===== src/rtl/bram_req_ctrl.sv =====
`default_nettype none
// ============================================================================
// Module   : bram_req_ctrl
// Purpose  : Requester-side controller for a dual-port block RAM with write
//            port A, read port B and a one-cycle registered read. It converts
//            a 32-bit valid/ready load/store stream into line-wide BRAM
//            accesses. It places the addressed word within the line, applies
//            byte strobes, and returns one response per request.
// Ports    : clk, rst                        clock, async active-high reset
//            i_req_*  / o_req_ready          request channel (valid/ready)
//            o_resp_* / i_resp_ready         response channel (valid/ready)
//            o_bram_ena/wea/addra/dia        BRAM write port A
//            o_bram_enb/addrb, i_bram_dob    BRAM read port B
// Revision : 1.0 - initial release
// ============================================================================
module bram_req_ctrl #(
  parameter int WIDTH = 128,
  parameter int DEPTH = 128,
  parameter int XLEN  = 32,
  parameter int ADDRW = $clog2(DEPTH),
  parameter int OFFW  = $clog2(WIDTH/8)
) (
  input  logic                 clk,
  input  logic                 rst,
  input  logic                 i_req_valid,
  output logic                 o_req_ready,
  input  logic                 i_req_we,
  input  logic [31:0]          i_req_addr,
  input  logic [XLEN-1:0]      i_req_wdata,
  input  logic [XLEN/8-1:0]    i_req_wstrb,
  output logic                 o_resp_valid,
  input  logic                 i_resp_ready,
  output logic [XLEN-1:0]      o_resp_rdata,
  output logic                 o_resp_err,
  output logic                 o_bram_ena,
  output logic [WIDTH/8-1:0]   o_bram_wea,
  output logic [ADDRW-1:0]     o_bram_addra,
  output logic [WIDTH-1:0]     o_bram_dia,
  output logic                 o_bram_enb,
  output logic [ADDRW-1:0]     o_bram_addrb,
  input  logic [WIDTH-1:0]     i_bram_dob
);

  localparam int          c_LANES = WIDTH / XLEN;
  localparam int          c_STRBW = XLEN / 8;
  localparam int          c_LANEW = OFFW - 2;
  // One past the last valid byte address; 33 bits so the compare never wraps.
  localparam logic [32:0] c_LIMIT = 33'(DEPTH * (WIDTH / 8));

  typedef enum logic [1:0] {
    S_IDLE = 2'd0,
    S_RD   = 2'd1,
    S_RESP = 2'd2
  } state_t;

  state_t               r_state;
  state_t               w_state_nxt;
  logic [XLEN-1:0]      r_rdata;
  logic                 r_err;
  logic [c_LANEW-1:0]   r_lane;

  logic                 w_accept;
  logic                 w_oor;
  logic                 w_do_load;
  logic                 w_do_store;
  logic [ADDRW-1:0]     w_line;
  logic [c_LANEW-1:0]   w_lane;
  logic [XLEN-1:0]      w_rd_word;
  logic [WIDTH/8-1:0]   w_wea;

  assign w_line = i_req_addr[OFFW+ADDRW-1:OFFW];
  assign w_lane = i_req_addr[OFFW-1:2];
  assign w_oor  = ({1'b0, i_req_addr} >= c_LIMIT);

  // A new request may enter in the same cycle the current response retires,
  // which gives a bubble-free back-to-back stream.
  assign o_req_ready = (r_state == S_IDLE) || ((r_state == S_RESP) && i_resp_ready);
  assign w_accept    = i_req_valid && o_req_ready;
  assign w_do_load   = w_accept && !i_req_we && !w_oor;
  assign w_do_store  = w_accept &&  i_req_we && !w_oor;

  // BRAM ports are driven only in the accept cycle so the write lands on the
  // accept edge and a following load sees it.
  assign o_bram_enb   = w_do_load;
  assign o_bram_addrb = w_line;
  assign o_bram_ena   = w_do_store;
  assign o_bram_addra = w_line;
  assign o_bram_dia   = {c_LANES{i_req_wdata}};
  assign o_bram_wea   = w_wea;

  always_comb begin
    w_wea = '0;
    for (int i = 0; i < c_LANES; i++) begin
      if (w_do_store && (w_lane == c_LANEW'(i))) begin
        w_wea[i*c_STRBW +: c_STRBW] = i_req_wstrb;
      end
    end
  end

  always_comb begin
    w_rd_word = '0;
    for (int i = 0; i < c_LANES; i++) begin
      if (r_lane == c_LANEW'(i)) begin
        w_rd_word = i_bram_dob[i*XLEN +: XLEN];
      end
    end
  end

  always_ff @(posedge clk or posedge rst) begin
    if (rst) begin
      r_state <= S_IDLE;
    end else begin
      r_state <= w_state_nxt;
    end
  end

  always_comb begin
    w_state_nxt = r_state;
    case (r_state)
      S_IDLE:  w_state_nxt = S_IDLE;
      S_RD:    w_state_nxt = S_RESP;
      S_RESP:  if (i_resp_ready) w_state_nxt = S_IDLE;
      default: w_state_nxt = S_IDLE;
    endcase
    if (w_accept) begin
      w_state_nxt = w_do_load ? S_RD : S_RESP;
    end
  end

  // Response payload: cleared on every accept (stores/errors return zero),
  // loaded from the BRAM word in the RD cycle.
  always_ff @(posedge clk or posedge rst) begin
    if (rst) begin
      r_rdata <= '0;
      r_err   <= 1'b0;
      r_lane  <= '0;
    end else if (w_accept) begin
      r_rdata <= '0;
      r_err   <= w_oor;
      r_lane  <= w_lane;
    end else if (r_state == S_RD) begin
      r_rdata <= w_rd_word;
      r_err   <= 1'b0;
    end
  end

  assign o_resp_valid = (r_state == S_RESP);
  assign o_resp_rdata = r_rdata;
  assign o_resp_err   = r_err;

endmodule
`default_nettype wire

===== config.mk =====
export PLATFORM = sky130hd
export DESIGN_NAME = bram_req_ctrl
export DESIGN_NICKNAME = d
export VERILOG_FILES = /design/src/rtl/bram_req_ctrl.sv
export SDC_FILE = /design/constraint.sdc
export NUM_CORES = 1
export LEC_CHECK = 0
export ABC_AREA = 0
export BUFFER_PORTS_ARGS = -buffer_cell sky130_fd_sc_hd__buf_2
export CAP_MARGIN = 20
export CORE_AREA = 2 2 153 155
export CTS_CLUSTER_SIZE = 30
export DETAILED_ROUTE_END_ITERATION = 10
export DIE_AREA = 0 0 155 157
export GPL_TIMING_DRIVEN = 0
export SKIP_LAST_GASP = 1
export SYNTH_ARGS = -nofsm -noshare
export SYNTH_HDL_FRONTEND = slang
export SYNTH_SLANG_ARGS = --single-unit

===== constraint.sdc =====
create_clock -name clk -period 4 [get_ports clk]
set_input_delay 0.6 -clock clk [delete_from_list [all_inputs] [get_ports clk]]
set_output_delay 0.6 -clock clk [all_outputs]
set_load 0.03 [all_outputs]

; Word-level counts from Yosys, hierarchy flattened
; Cells that the tools add are included.
[word_totals]
regBits = 37
inputBits = 201
out_inout_bits = 195
word_cells = 47
[op_classes]
order_cmp = 1
eq_ne = 9
muxes = 16
reduce_logical = 17
[ops]
columns = cell, n
row1 = 32-bit 2-to-1 mux, 6
row2 = 32-bit by 12-bit >= comparator with 1-bit output (second input constant), 1
row3 = 4-bit 2-to-1 mux, 4
row4 = 2-bit equality test (second input constant), 5
row5 = 1-bit logical AND, 10
row6 = 2-bit by 1-bit equality test with 1-bit output (second input constant), 3
row7 = 2-bit logical NOT, 3
row8 = 2-bit 2-to-1 mux, 3
row9 = 2-bit one-hot mux with 2 select lines, 1
row10 = 3-bit by 1-bit != test with 1-bit output (second input constant), 1
row11 = 1-bit logical NOT, 2
row12 = 1-bit 2-to-1 mux, 2
row13 = 2-bit nonzero test, 1
row14 = 1-bit logical OR, 1

; Depth between registers and ports, before layout
[logic_depth]
word_depth = 8
ltp_mapped = 5
mapped_depth_nobuf = 3

; Worst setup path after synthesis
; No wires, ideal clock.
[synth_timing]
kind = in2out
startpoint = input port i_req_addr[28]
endpoint = output port o_bram_wea[0]
arrival_time_ps = 2120
slack_ps = 1280
path_stages = 3
path_cell_list = nor3_1 > nand4_4 > nor4_1
[synth_via]
elab_chain_cells = 5
[synth_rtl]
columns = item, line
row1 = from (decl), 28  ; input logic [31:0] i_req_addr,
row2 = 32-bit by 12-bit >= comparator with 1-bit output, 73  ; assign w_oor = ({1'b0, i_req_addr} >= c_LIMIT);
row3 = 1-bit logical NOT, 80  ; assign w_do_store = w_accept && i_req_we && !w_oor;
row4 = 1-bit logical AND, 80
row5 = 1-bit logical AND, 94  ; if (w_do_store && (w_lane == c_LANEW'(i))) begin
row6 = 4-bit 2-to-1 mux, 94
row7 = to (decl), 36  ; output logic [WIDTH/8-1:0] o_bram_wea,
; No other way between the ends.

; Final worst setup path
[layout_timing]
startpoint = input port i_req_addr[28]
endpoint = output port o_bram_wea[4]
; The elaborated chain is that of the path after synthesis.

==> results.sh <==
export IMPL_synthAdderAreaFrac=0
export IMPL_clk_latency_ps=280
export IMPL_syn_num_nets=600
export IMPL_grt_start_max_net_pins=38
export IMPL_nets=960
export IMPL_ys_warn_count=0
export IMPL_worstPathArrival_ps=2040
export IMPL_worstReg2RegEnd="o_resp_rdata[30]"
export IMPL_p_leak_nw=3.22
export IMPL_required_ps=3400
export IMPL_drive_above_1_share=0.747
export IMPL_vias_per_cell=3.83
export IMPL_cts_buffer_depth=2
export IMPL_num_rows=55
export IMPL_finClkSkew_ps=4.62
export IMPL_setup_viol=0
export IMPL_place_gp_congestion=0.772
export IMPL_r2r_start="r_lane[1]"
export IMPL_h_tree_depth=2
export IMPL_hpwl_um=13000
export IMPL_synth_compound_area_frac=0.0496
export IMPL_grt_pass1_wl_um=21700
export IMPL_root_buffer="clkbuf_16"
export IMPL_drt_iter0_drc=123
export IMPL_worst_setup_path_type="in2out"
export IMPL_post_cts_setup_buffers=0
export IMPL_drc_errors=0
export IMPL_internal_power_mw=0.965
export IMPL_ctsHoldBuffers=0
export IMPL_cts_tree="built"
export IMPL_yosys_area_share_simple=0.189
export IMPL_p_switching_mw=0.522
export IMPL_io_pins=396
export IMPL_finalHoldViolations=0
export IMPL_fin_ws_ps=1360
export IMPL_wl_um=15200
export IMPL_track_usage=0.116
export IMPL_synth_top_area_frac=0.284
export IMPL_syn_mean_instance_area_um2=9.49
export IMPL_worstMarginPinSlew_ps=862
export IMPL_total_power_mw=1.49
export IMPL_cts_resized=0
export IMPL_detail_route_antenna_nets=0
export IMPL_p_comb_frac=0.456
export IMPL_clk_pin_slew_ps=60
export IMPL_irDropWorstVdd_mv=0.144
export IMPL_die_area_um2=24300
export IMPL_r2r_worst_path_cells=5
export IMPL_grt_overflow_total=0
export IMPL_fmax_mhz=379
export IMPL_period_minus_slack_ps=2640
export IMPL_final_cells=1046
export IMPL_yosys_top_cells_area="buf_4 28%, dfrtp_1 24%, mux4_2 19%, nand2_1 6.4%, o21ai_1 4.2%"
export IMPL_syn_to_final_growth_pct=60.3
export IMPL_powerDensity_nw_per_um2=245
export IMPL_hold_ws_ps=498
export IMPL_io_buffers=353
export IMPL_netlist_area_um2=3780
export IMPL_start_kind="primary input"
export IMPL_outcome="finished, final reports clean"
export IMPL_die_width_um=155
export IMPL_clockPowerShare=0.288
export IMPL_initial_core_util=0.168
export IMPL_rsz0062_at_grt="false"
export IMPL_worstHoldPathType="in2async"
export IMPL_antenna_found_initial=1
export IMPL_post_drt_wl_per_cell_um=14.5
export IMPL_die_y_um=157
export IMPL_slew_headroom=0.425
export IMPL_cp_max_fo=10
export IMPL_pre_cts_slack_ps=1360
export IMPL_yosysSeqAreaShare=0.245
export IMPL_synth_xor_area_frac=0
export IMPL_firstDrtPassIters=4
export IMPL_yosys_register_bits=37
export IMPL_setup_tns_ps=0
export IMPL_numClockSinks=37
export IMPL_crit_path_end_kind="output port"
export IMPL_nFillCells=2466
export IMPL_synth_mux_area_frac=0.196
export IMPL_vias=4008
export IMPL_grt_pass1_vias=3938
export IMPL_yosysTopAreaCell="buf_4"
export IMPL_netSwitchingFraction=0.351
export IMPL_fin_crit_sh=0.659
export IMPL_slew_viol_final=0
export IMPL_drv_cap=0
export IMPL_synth_distinct_cells=30
export IMPL_core_um2=22500
export IMPL_synth_top_family_by_area="buffers and inverters"
export IMPL_pwr_share_seq=0.256
export IMPL_numCtsBuffers=5
export IMPL_dp_cells=1037
export IMPL_r2r_slack_ps=2180
export IMPL_netlist_instances=399
[sequential cells by signal, summed over array words and instances (netlist names)]
register and cells:
o_resp_err 1, o_resp_rdata 32, r_lane 2, r_state 2
[cells by family (layout without fill, tap and decap cells)]
| logic type | after synthesis | after routing |
|---|---|---|
| buffers and inverters | 168 | 529 |
| and+or+nand+nor | 124 | 124 |
| DFF | 37 | 37 |
| AOI/OAI and AO/OA | 36 | 36 |
| muxes | 34 | 34 |
| other | 0 | 1 |
[synth_stat cells]
cell	n
buf_4	143
nand2_1	65
dfrtp_1	37
mux4_2	32
o21ai_1	32
nand3_1	13
buf_2	11
nor4_2	10
clkbuf_1	7
nor4_1	6
nor2_1	5
nor2b_1	5
buf_6	4
nand4_1	4
and3_1	3
nor4_4	3
a31oi_1	2
buf_1	2
mux2_1	2
nand2b_1	2
nor3b_1	2
a211oi_1	1
a22oi_1	1
and2_1	1
and4_1	1
and4_2	1
inv_1	1
nand4_4	1
nor2b_2	1
nor3_1	1
[worst max-delay path by stage]
stage | start | slack [ps] | endpoint | cells past startpoint
2_1_floorplan | i_req_addr[28] | 1280 | o_bram_wea[0] | 3
3_3_place_gp | i_req_addr[28] | 1390 | o_bram_wea[2] | 6
3_5_place_dp | i_req_addr[28] | 1360 | o_bram_wea[13] | 6
4_1_cts | r_state[0] | 1340 | o_bram_wea[13] | 5
5_1_grt | r_state[0] | 1170 | o_bram_wea[13] | 5
6_report | i_req_addr[28] | 1360 | o_bram_wea[4] | 6
[worst max-delay path, cell delays in order]
cell     delay, ps
buf_2          100
nor3_1         400
nand4_4        220
buf_6          210
nor4_2         260
buf_2          240
[power groups by stage]
stage | Combinational, mW | Sequential [mW] | Clock [mW]
4_1_cts | 0.694 | 0.380 | 0.453
3_5_place_dp | 0.692 | 0.387 | 0
2_1_floorplan | 0.477 | 0.387 | 0
5_1_grt | 0.727 | 0.380 | 0.470
6_report | 0.678 | 0.380 | 0.429
3_3_place_gp | 0.687 | 0.387 | 0
[layout by cell type, fill, tap and decap left out, drive strengths merged, types with 2 or more instances in the layout]
cell type and n:
buf 513, clkbuf 14, o21ai 32, and3 3, a31oi 2, nand3 13, dfrtp 37, nand2 65
mux2 2, and4 2, nor2 5, nand2b 2, mux4 32, nor4 19, nor2b 6, nand4 5
nor3b 2
[routing by layer]
layer / vias to the layer above / share of wire / track usage
met5: - / 0 / 0
met4: 0 / 0.0080 / 0.0238
met3: 5 / 0.076 / 0.0262
met1: 1834 / 0.40 / 0.142
met2: 198 / 0.52 / 0.210
li1: 1971 / - / -
[area by class of cell]
cell class / instances / area [um^2] / area share
Antenna cell: 1 / 2.50 / 0.000412
Tap cell: 285 / 357 / 0.0588
Multi-Input combinational cell: 194 / 1650 / 0.272
Timing Repair Buffer: 353 / 1770 / 0.291
Clock inverter: 1 / 5.00 / 0.000825
Clock buffer: 7 / 153 / 0.0252
Buffer: 167 / 1210 / 0.199
Inverter: 1 / 3.75 / 0.000619
Sequential cell: 37 / 926 / 0.153
[stage by stage]
| step | utilization | area [um^2] |
|---|---|---|
| after detailed placement | 0.263 | 5910 |
| after global routing | 0.270 | 6070 |
| after global placement | 0.263 | 5910 |
| after CTS | 0.270 | 6070 |
| after floorplan | - | 3780 |
| final | 0.270 | 6070 |
(Power assumes the default switching activity.)
